===== config.mk =====
export PLATFORM = sky130hd
export DESIGN_NAME = mem_arbiter_flat
export DESIGN_NICKNAME = d
export VERILOG_FILES = /design/src/rtl/mem_arbiter_pkg.sv /design/src/rtl/mem_arbiter_if.sv /design/src/rtl/mem_arbiter_pick.sv /design/src/rtl/mem_arbiter.sv /design/src/flat_wrapper.sv
export SDC_FILE = /design/constraint.sdc
export NUM_CORES = 1
export LEC_CHECK = 0
export BUFFER_PORTS_ARGS = -buffer_cell sky130_fd_sc_hd__buf_2
export CORE_AREA = 2 2 103 105
export DETAILED_ROUTE_END_ITERATION = 6
export DIE_AREA = 0 0 105 107
export GPL_TIMING_DRIVEN = 0
export PLACE_DENSITY = 0.66
export SKIP_CTS_REPAIR_TIMING = 1
export SLEW_MARGIN = 20
export SYNTH_ARGS = -nofsm -noshare
export SYNTH_HDL_FRONTEND = slang
export SYNTH_SLANG_ARGS = --single-unit

===== constraint.sdc =====
create_clock -name clk_i -period 1.3 [get_ports clk_i]
set_input_delay 0.26 -clock clk_i [delete_from_list [all_inputs] [get_ports clk_i]]
set_output_delay 0.26 -clock clk_i [all_outputs]
set_load 0.005 [all_outputs]

===== src/rtl/mem_arbiter_pkg.sv =====
// ============================================================================
// mem_arbiter_pkg : shared encodings and default widths for the memory arbiter
// Revision: 1.0
// ============================================================================
`default_nettype none

package mem_arbiter_pkg;

    localparam int unsigned c_ADDR_W      = 32;
    localparam int unsigned c_DATA_W      = 32;
    localparam int unsigned c_MAX_D_BURST = 4;
    localparam int unsigned c_TIMEOUT     = 16;

    typedef logic [1:0] state_t;
    typedef logic       owner_t;

    localparam logic [1:0] c_ST_IDLE = 2'd0;
    localparam logic [1:0] c_ST_BUSY = 2'd1;
    localparam logic [1:0] c_ST_RESP = 2'd2;

    localparam logic c_OWN_D = 1'b0;
    localparam logic c_OWN_I = 1'b1;

endpackage

`default_nettype wire


===== src/rtl/mem_arbiter_if.sv =====
// ============================================================================
// mem_arbiter_if : fetch/data request ports and memory bus of the arbiter
// Revision: 1.0
// ============================================================================
`default_nettype none

interface mem_arbiter_if #(
    parameter int ADDR_W = 32,
    parameter int DATA_W = 32
);
    logic              i_req_i;
    logic [ADDR_W-1:0] i_addr_i;
    logic [DATA_W-1:0] i_rdata_o;
    logic              i_stall_o;

    logic              d_req_i;
    logic              d_we_i;
    logic [ADDR_W-1:0] d_addr_i;
    logic [DATA_W-1:0] d_wdata_i;
    logic [DATA_W-1:0] d_rdata_o;
    logic              d_stall_o;

    logic              mem_req_o;
    logic              mem_we_o;
    logic [ADDR_W-1:0] mem_addr_o;
    logic [DATA_W-1:0] mem_wdata_o;
    logic              mem_ack_i;
    logic [DATA_W-1:0] mem_rdata_i;

    logic              err_o;

    // The arbiter masters the memory bus and serves the pipeline ports.
    modport master (
        input  i_req_i, i_addr_i, d_req_i, d_we_i, d_addr_i, d_wdata_i,
        input  mem_ack_i, mem_rdata_i,
        output i_rdata_o, i_stall_o, d_rdata_o, d_stall_o,
        output mem_req_o, mem_we_o, mem_addr_o, mem_wdata_o, err_o
    );

    modport slave (
        output i_req_i, i_addr_i, d_req_i, d_we_i, d_addr_i, d_wdata_i,
        output mem_ack_i, mem_rdata_i,
        input  i_rdata_o, i_stall_o, d_rdata_o, d_stall_o,
        input  mem_req_o, mem_we_o, mem_addr_o, mem_wdata_o, err_o
    );

endinterface

`default_nettype wire


===== src/rtl/mem_arbiter_pick.sv =====
// ============================================================================
// mem_arb_pick : combinational grant selection between fetch and data ports
// Revision: 1.0
// ============================================================================
`default_nettype none

module mem_arb_pick
    import mem_arbiter_pkg::*;
#(
    parameter int CNT_W       = 3,
    parameter int MAX_D_BURST = 4
) (
    input  wire logic             i_i_req,
    input  wire logic             i_d_req,
    input  wire logic [CNT_W-1:0] i_burst_cnt,
    output logic                  o_grant,
    output logic                  o_owner
);

    logic w_force_i;

    assign w_force_i = (i_burst_cnt == CNT_W'(MAX_D_BURST));
    assign o_grant   = i_i_req | i_d_req;

    // D wins unless it has used up its burst allowance while I waits.
    assign o_owner   = (i_d_req && !(i_i_req && w_force_i)) ? c_OWN_D : c_OWN_I;

endmodule

`default_nettype wire


===== src/rtl/mem_arbiter.sv =====
// ============================================================================
// mem_arbiter : shares one single-port memory between fetch and data ports
// Revision: 1.0
// ============================================================================
`default_nettype none

module mem_arbiter
    import mem_arbiter_pkg::*;
#(
    parameter int ADDR_W      = c_ADDR_W,
    parameter int DATA_W      = c_DATA_W,
    parameter int MAX_D_BURST = c_MAX_D_BURST,
    parameter int TIMEOUT     = c_TIMEOUT
) (
    input  wire logic      clk_i,
    input  wire logic      rst_n,
    mem_arbiter_if.master  bus
);

    localparam int c_BCNT_W = $clog2(MAX_D_BURST + 1);
    localparam int c_TCNT_W = (TIMEOUT > 1) ? $clog2(TIMEOUT) : 1;

    logic [1:0]          r_state;
    logic                r_owner;
    logic [c_BCNT_W-1:0] r_bcnt;
    logic [c_TCNT_W-1:0] r_tcnt;
    logic [DATA_W-1:0]   r_rdata;
    logic                r_err;

    logic w_grant;
    logic w_pick_owner;
    logic w_busy;
    logic w_resp;
    logic w_own_d;
    logic w_timeout;

    mem_arb_pick #(
        .CNT_W       (c_BCNT_W),
        .MAX_D_BURST (MAX_D_BURST)
    ) u_pick (
        .i_i_req     (bus.i_req_i),
        .i_d_req     (bus.d_req_i),
        .i_burst_cnt (r_bcnt),
        .o_grant     (w_grant),
        .o_owner     (w_pick_owner)
    );

    assign w_busy    = (r_state == c_ST_BUSY);
    assign w_resp    = (r_state == c_ST_RESP);
    assign w_own_d   = (r_owner == c_OWN_D);
    assign w_timeout = w_busy && !bus.mem_ack_i && (r_tcnt == c_TCNT_W'(TIMEOUT - 1));

    always_ff @(posedge clk_i or negedge rst_n) begin
        if (!rst_n) begin
            r_state <= c_ST_IDLE;
            r_owner <= c_OWN_D;
            r_bcnt  <= '0;
            r_tcnt  <= '0;
            r_rdata <= '0;
            r_err   <= 1'b0;
        end else begin
            case (r_state)
                c_ST_IDLE: begin
                    r_err  <= 1'b0;
                    r_tcnt <= '0;
                    if (w_grant) begin
                        r_state <= c_ST_BUSY;
                        r_owner <= w_pick_owner;
                        // Burst counter only grows while I is actually waiting.
                        if (w_pick_owner == c_OWN_I || !bus.i_req_i) begin
                            r_bcnt <= '0;
                        end else if (r_bcnt != c_BCNT_W'(MAX_D_BURST)) begin
                            r_bcnt <= r_bcnt + 1'b1;
                        end
                    end
                end
                c_ST_BUSY: begin
                    r_tcnt <= r_tcnt + 1'b1;
                    if (bus.mem_ack_i) begin
                        r_state <= c_ST_RESP;
                        r_rdata <= (w_own_d && bus.d_we_i) ? '0 : bus.mem_rdata_i;
                    end else if (w_timeout) begin
                        r_state <= c_ST_RESP;
                        r_rdata <= '0;
                        r_err   <= 1'b1;
                    end
                end
                c_ST_RESP: begin
                    r_state <= c_ST_IDLE;
                    r_tcnt  <= '0;
                    r_err   <= 1'b0;
                end
                default: begin
                    r_state <= c_ST_IDLE;
                    r_tcnt  <= '0;
                    r_err   <= 1'b0;
                end
            endcase
        end
    end

    assign bus.mem_req_o   = w_busy;
    assign bus.mem_addr_o  = w_busy ? (w_own_d ? bus.d_addr_i : bus.i_addr_i) : '0;
    assign bus.mem_we_o    = w_busy && w_own_d && bus.d_we_i;
    assign bus.mem_wdata_o = (w_busy && w_own_d) ? bus.d_wdata_i : '0;

    assign bus.d_stall_o   = bus.d_req_i & ~(w_resp & w_own_d);
    assign bus.i_stall_o   = bus.i_req_i & ~(w_resp & ~w_own_d);

    assign bus.d_rdata_o   = w_own_d ? r_rdata : '0;
    assign bus.i_rdata_o   = w_own_d ? '0 : r_rdata;
    assign bus.err_o       = r_err;

endmodule

`default_nettype wire


===== src/flat_wrapper.sv =====
// flat-port wrapper written by rule: the top's interface ports become plain ports
module mem_arbiter_flat import mem_arbiter_pkg::*;
#(
    parameter int ADDR_W      = c_ADDR_W,
    parameter int DATA_W      = c_DATA_W,
    parameter int MAX_D_BURST = c_MAX_D_BURST,
    parameter int TIMEOUT     = c_TIMEOUT
)
  (clk_i, rst_n, bus_i_req_i, bus_i_addr_i, bus_d_req_i, bus_d_we_i, bus_d_addr_i, bus_d_wdata_i, bus_mem_ack_i, bus_mem_rdata_i, bus_i_rdata_o, bus_i_stall_o, bus_d_rdata_o, bus_d_stall_o, bus_mem_req_o, bus_mem_we_o, bus_mem_addr_o, bus_mem_wdata_o, bus_err_o);
  mem_arbiter_if #(.ADDR_W(ADDR_W), .DATA_W(DATA_W)) bus_i ();
  input  wire logic clk_i;
  input  wire logic rst_n;
  input wire logic [$bits(bus_i.i_req_i)-1:0] bus_i_req_i;
  input wire logic [$bits(bus_i.i_addr_i)-1:0] bus_i_addr_i;
  input wire logic [$bits(bus_i.d_req_i)-1:0] bus_d_req_i;
  input wire logic [$bits(bus_i.d_we_i)-1:0] bus_d_we_i;
  input wire logic [$bits(bus_i.d_addr_i)-1:0] bus_d_addr_i;
  input wire logic [$bits(bus_i.d_wdata_i)-1:0] bus_d_wdata_i;
  input wire logic [$bits(bus_i.mem_ack_i)-1:0] bus_mem_ack_i;
  input wire logic [$bits(bus_i.mem_rdata_i)-1:0] bus_mem_rdata_i;
  output wire logic [$bits(bus_i.i_rdata_o)-1:0] bus_i_rdata_o;
  output wire logic [$bits(bus_i.i_stall_o)-1:0] bus_i_stall_o;
  output wire logic [$bits(bus_i.d_rdata_o)-1:0] bus_d_rdata_o;
  output wire logic [$bits(bus_i.d_stall_o)-1:0] bus_d_stall_o;
  output wire logic [$bits(bus_i.mem_req_o)-1:0] bus_mem_req_o;
  output wire logic [$bits(bus_i.mem_we_o)-1:0] bus_mem_we_o;
  output wire logic [$bits(bus_i.mem_addr_o)-1:0] bus_mem_addr_o;
  output wire logic [$bits(bus_i.mem_wdata_o)-1:0] bus_mem_wdata_o;
  output wire logic [$bits(bus_i.err_o)-1:0] bus_err_o;
  assign bus_i.i_req_i = bus_i_req_i;
  assign bus_i.i_addr_i = bus_i_addr_i;
  assign bus_i.d_req_i = bus_d_req_i;
  assign bus_i.d_we_i = bus_d_we_i;
  assign bus_i.d_addr_i = bus_d_addr_i;
  assign bus_i.d_wdata_i = bus_d_wdata_i;
  assign bus_i.mem_ack_i = bus_mem_ack_i;
  assign bus_i.mem_rdata_i = bus_mem_rdata_i;
  assign bus_i_rdata_o = bus_i.i_rdata_o;
  assign bus_i_stall_o = bus_i.i_stall_o;
  assign bus_d_rdata_o = bus_i.d_rdata_o;
  assign bus_d_stall_o = bus_i.d_stall_o;
  assign bus_mem_req_o = bus_i.mem_req_o;
  assign bus_mem_we_o = bus_i.mem_we_o;
  assign bus_mem_addr_o = bus_i.mem_addr_o;
  assign bus_mem_wdata_o = bus_i.mem_wdata_o;
  assign bus_err_o = bus_i.err_o;
  mem_arbiter #(.ADDR_W(ADDR_W), .DATA_W(DATA_W), .MAX_D_BURST(MAX_D_BURST), .TIMEOUT(TIMEOUT)) u_core (.clk_i(clk_i), .rst_n(rst_n), .bus(bus_i));
endmodule

==> tab_implementation.tex <==
\begin{tabular}{lr}
\hline
Metric & Value \\
\hline
\multicolumn{2}{l}{\textbf{Status}} \\
Run status & finished, violations left \\
Violated checks & setup timing \\
\multicolumn{2}{l}{\textbf{Route}} \\
Avg WL per Cell & roughly 15 µm \\
Vias per std cell & about 4.6 \\
Vias after detailed routing & approximately 3,300 \\
Number of remaining DRC errors & 0 \\
Total wire length after detailed routing & 10.7 mm \\
Number of iterations in the first detailed-routing pass & 4 \\
First DRT Iteration DRCs & 98 \\
Final ANT Viol Nets & 0 \\
\multicolumn{2}{l}{\textbf{Timing}} \\
Worst-case headroom to the max-slew limit & roughly 37\% \\
Final cycle utilization of the critical path & 131\% \\
Min Clock Period, post-route & 1710 ps \\
Number of max-slew violations in the final report & 0 \\
Largest clock skew in the final design & approximately 7.7 ps \\
Setup repair after global routing missed its margin & yes \\
Hold Violations, Final & 0 \\
Worst Slack Setup Final & -406 ps \\
Final setup vio count & around 170 \\
Max Freq & $\sim$600 MHz \\
Transition time of the tightest slew-check pin & between 900 and 1000 ps \\
\multicolumn{2}{l}{\textbf{Die}} \\
DIE AREA & 11,200 µm² \\
Starting density of the core & between 20\% and 30\% \\
\# IOs & between 200 and 300 \\
Placeable Area & a little over 10,000 µm² \\
Die outline height & between 100 and 150 µm \\
Count of standard-cell rows & 37 \\
X dimension of the die & between 100 and 150 µm \\
\multicolumn{2}{l}{\textbf{Final layout}} \\
Filler cell count in the final layout & 1,023 \\
Layout Cells excl Fill & $\sim$730 \\
Diode count & 0 \\
Post-Route Utilization & 48.2\% \\
Final-stage net count & approximately 730 \\
Growth of design area from synthesis to finish & 72.5\% \\
Layout cell share with drive strength beyond 1 & about 60\% \\
Final instance area & between 4000 and 5000 µm² \\
\multicolumn{2}{l}{\textbf{Critical path}} \\
Critical Path End Type & output pin \\
Critical R2R Launch & u\_core.r\_state[0] \\
WP data arrival & between 1000 and 1500 ps \\
Kind of critical path & reg -> out \\
Register-to-register setup slack & -310 ps \\
CP startpoint kind & flop \\
Worst r2r dst & u\_core.r\_rdata[11] \\
Maximum fanout encountered on the critical timing path & 10 \\
Worst r2r path cells & 8 \\
Worst endpoint required time & between 1000 and 1500 ps \\
\multicolumn{2}{l}{\textbf{Logic synthesis}} \\
XOR/XNOR share of the synthesized area & less than 1\% \\
Portion of netlist area occupied by mux cells & roughly an eighth \\
Area share of fa/ha/maj cells after synthesis & $\sim$1.3\% \\
Synthesized Nets & around 440 \\
Flops \& latches, synth & 43 \\
Biggest area consumer among synthesized cells & sky130\_fd\_sc\_hd\_\_dfrtp\_1 \\
Mean instance size in the synthesized netlist & about 9.2 µm² \\
Number of distinct library cells after synthesis & 33 \\
Largest family of logic cells by synthesized area & simple AND/OR/NAND/NOR gates \\
Complex-gate fraction of the synthesized area & between 10\% and 20\% \\
Seq/Total Area, Yosys & 38.2\% \\
Share of the synthesized area in the top cell type & between 30\% and 40\% \\
Gate count after technology mapping & between 300 and 400 \\
Warnings from Yosys & 0 \\
Post-synthesis cell area & between 2000 and 3000 µm² \\
Dominant cells by area after synthesis & sky130\_fd\_sc\_hd\_\_dfrtp\_1, sky130\_fd\_sc\_hd\_\_mux2i\_1, sky130\_fd\_sc\_hd\_\_a22o\_1 \\
Fraction of the mapped netlist area in simple logic gates & 28.7\% \\
\multicolumn{2}{l}{\textbf{Clock network}} \\
CTS tree & done \\
Max clock buf depth & 2 \\
Clk Latency, worst-skew pair & approximately 290 ps \\
Clock Pin Slew Worst Setup and Hold Paths & approximately 90 ps \\
H-tree levels & 2 \\
\# clock sinks & between 40 and 50 \\
Clock tree root driver cell & sky130\_fd\_sc\_hd\_\_clkbuf\_8 \\
CTS Buf Count & 5 \\
\multicolumn{2}{l}{\textbf{Placed design}} \\
Dpl hpwl & roughly 8.5 mm \\
DP Cell Count & just over 700 \\
Port buffer count & approximately 270 \\
Final GP Congestion & between 0.8 and 0.9 \\
Cell Area, Placed & around 4300 µm² \\
Setup WS pre-CTS & -410 ps \\
\multicolumn{2}{l}{\textbf{Power and ir drop}} \\
Power per cell area & about 1900 nW/µm² \\
Worst VDD drop & around 0.74 mV \\
Total power of the final layout & 9.17 mW \\
Reported leakage power & $\sim$2.9 nW \\
\multicolumn{2}{l}{\textbf{Job}} \\
Max\_cap viols & 0 \\
\multicolumn{2}{l}{\textbf{Hold path}} \\
Min-delay worst type & in -> async \\
\multicolumn{2}{l}{\textbf{Global route}} \\
Global-route congestion overflow total & 0 \\
Global-route usage over all layers & between 15 and 20\% \\
Global-route wire length before repair & 15.7 mm \\
Antenna violations before repair & 0 \\
Via count of the first global-routing pass & $\sim$3,200 \\
Pin count of the biggest net entering global routing & 44 \\
\hline
\end{tabular}
-- area by class of cell --
type | instances | area (µm²) | area share [%]
buffer | 28 | 303 | 6.23
clock buffer | 5 | 68.8 | 1.42
clock inverter | 3 | 43.8 | 0.901
inverter | 7 | 32.5 | 0.669
multi-input combinational | 227 | 1660 | 34.1
sequential | 43 | 1080 | 22.2
tap | 136 | 170 | 3.50
timing repair buffer | 278 | 1510 | 31.0
-- critical path, cell delays in order, from the launching register on --
cell and delay (ps):
sky130_fd_sc_hd__dfrtp_1 360, sky130_fd_sc_hd__buf_8 150, sky130_fd_sc_hd__buf_6 190, sky130_fd_sc_hd__mux2i_1 260, sky130_fd_sc_hd__nor2_2 50, sky130_fd_sc_hd__buf_2 120
-- power breakdown --
part	switching [mW]	internal [mW]	total, mW
Combinational	2.62	3.17	5.79
Clock	0.465	0.572	1.04
Sequential	0.436	1.90	2.34
-- metrics by stage --
stage / hold slack, ps / setup TNS (ps)
floorplan: -35.6 / -619
global placement: 452 / -30030
detailed placement: 465 / -32780
CTS: 135 / -78480
global route: 167 / -63370
finish: 103 / -50580
-- cell families (layout without fill, tap and decap cells) --
logic type                 after synthesis  after routing
and+or+nand+nor                        145            145
AOI/OAI and AO/OA                       44             44
DFF                                     43             43
buffers and inverters                   36            321
muxes                                   33             33
adders and majority gates                3              3
xor gates and xnor gates                 2              2
-- sequential cells by signal, summed over array words and instances, names as in the netlist --
name and count:
u_core.bus.err_o 1, u_core.r_tcnt 4, u_core.r_owner 1, u_core.r_bcnt 3, u_core.r_rdata 32, u_core.r_state 2
-- routing by layer --
metal	global-route usage (%)	routed length (µm)
met4	5.14	151
met2	30.6	5530
met3	3.77	674
met1	21.0	4370
met5	0	0
-- synth_stat cells, drive strengths merged --
cell and number:
mux2 1, a41oi 1, and3 33, xnor2 1, and2 33, ha 3
inv 7, o31a 2, o21ai 1, nor2 39, clkbuf 12, a22o 33
nand2b 1, nand3 2, o2bb2ai 1, a211oi 1, nor2b 32, nor4b 1
mux2i 32, dfrtp 43, xor2 1, nor3 1, a31o 1, buf 17
a21oi 2, nand2 3, a2111oi 1, a31oi 1
-- how the worst max path moves through the flow --
stage / end / slack, ps / from / cells past startpoint
finish: bus_mem_addr_o[19] / -410 / u_core.r_owner / 5
global route: bus_mem_addr_o[19] / -500 / u_core.r_owner / 5
CTS: bus_i_rdata_o[27] / -750 / u_core.r_owner / 5
detailed placement: bus_i_rdata_o[27] / -410 / u_core.r_owner / 5
global placement: bus_i_rdata_o[12] / -370 / u_core.r_owner / 5
floorplan: u_core.r_rdata[10] / -30 / u_core.r_tcnt[0] / 5
-- cells in the final DEF (no fill, tap or decap), types with 2 or more instances in the layout --
cell type,instances
sky130_fd_sc_hd__o31a_1,2
sky130_fd_sc_hd__dfrtp_1,42
sky130_fd_sc_hd__and3_1,32
sky130_fd_sc_hd__nor2_1,20
sky130_fd_sc_hd__a22o_1,33
sky130_fd_sc_hd__buf_2,269
sky130_fd_sc_hd__a21oi_1,2
sky130_fd_sc_hd__mux2i_1,26
sky130_fd_sc_hd__buf_4,12
sky130_fd_sc_hd__buf_6,11
sky130_fd_sc_hd__clkbuf_8,5
sky130_fd_sc_hd__nor2b_1,31
sky130_fd_sc_hd__mux2i_2,6
sky130_fd_sc_hd__nand3_1,2
sky130_fd_sc_hd__inv_1,4
sky130_fd_sc_hd__buf_8,8
sky130_fd_sc_hd__nand2_4,2
sky130_fd_sc_hd__nor2_2,19
sky130_fd_sc_hd__clkbuf_16,4
sky130_fd_sc_hd__ha_1,3
sky130_fd_sc_hd__and2_1,33
Power figures use the tool's default switching activity.
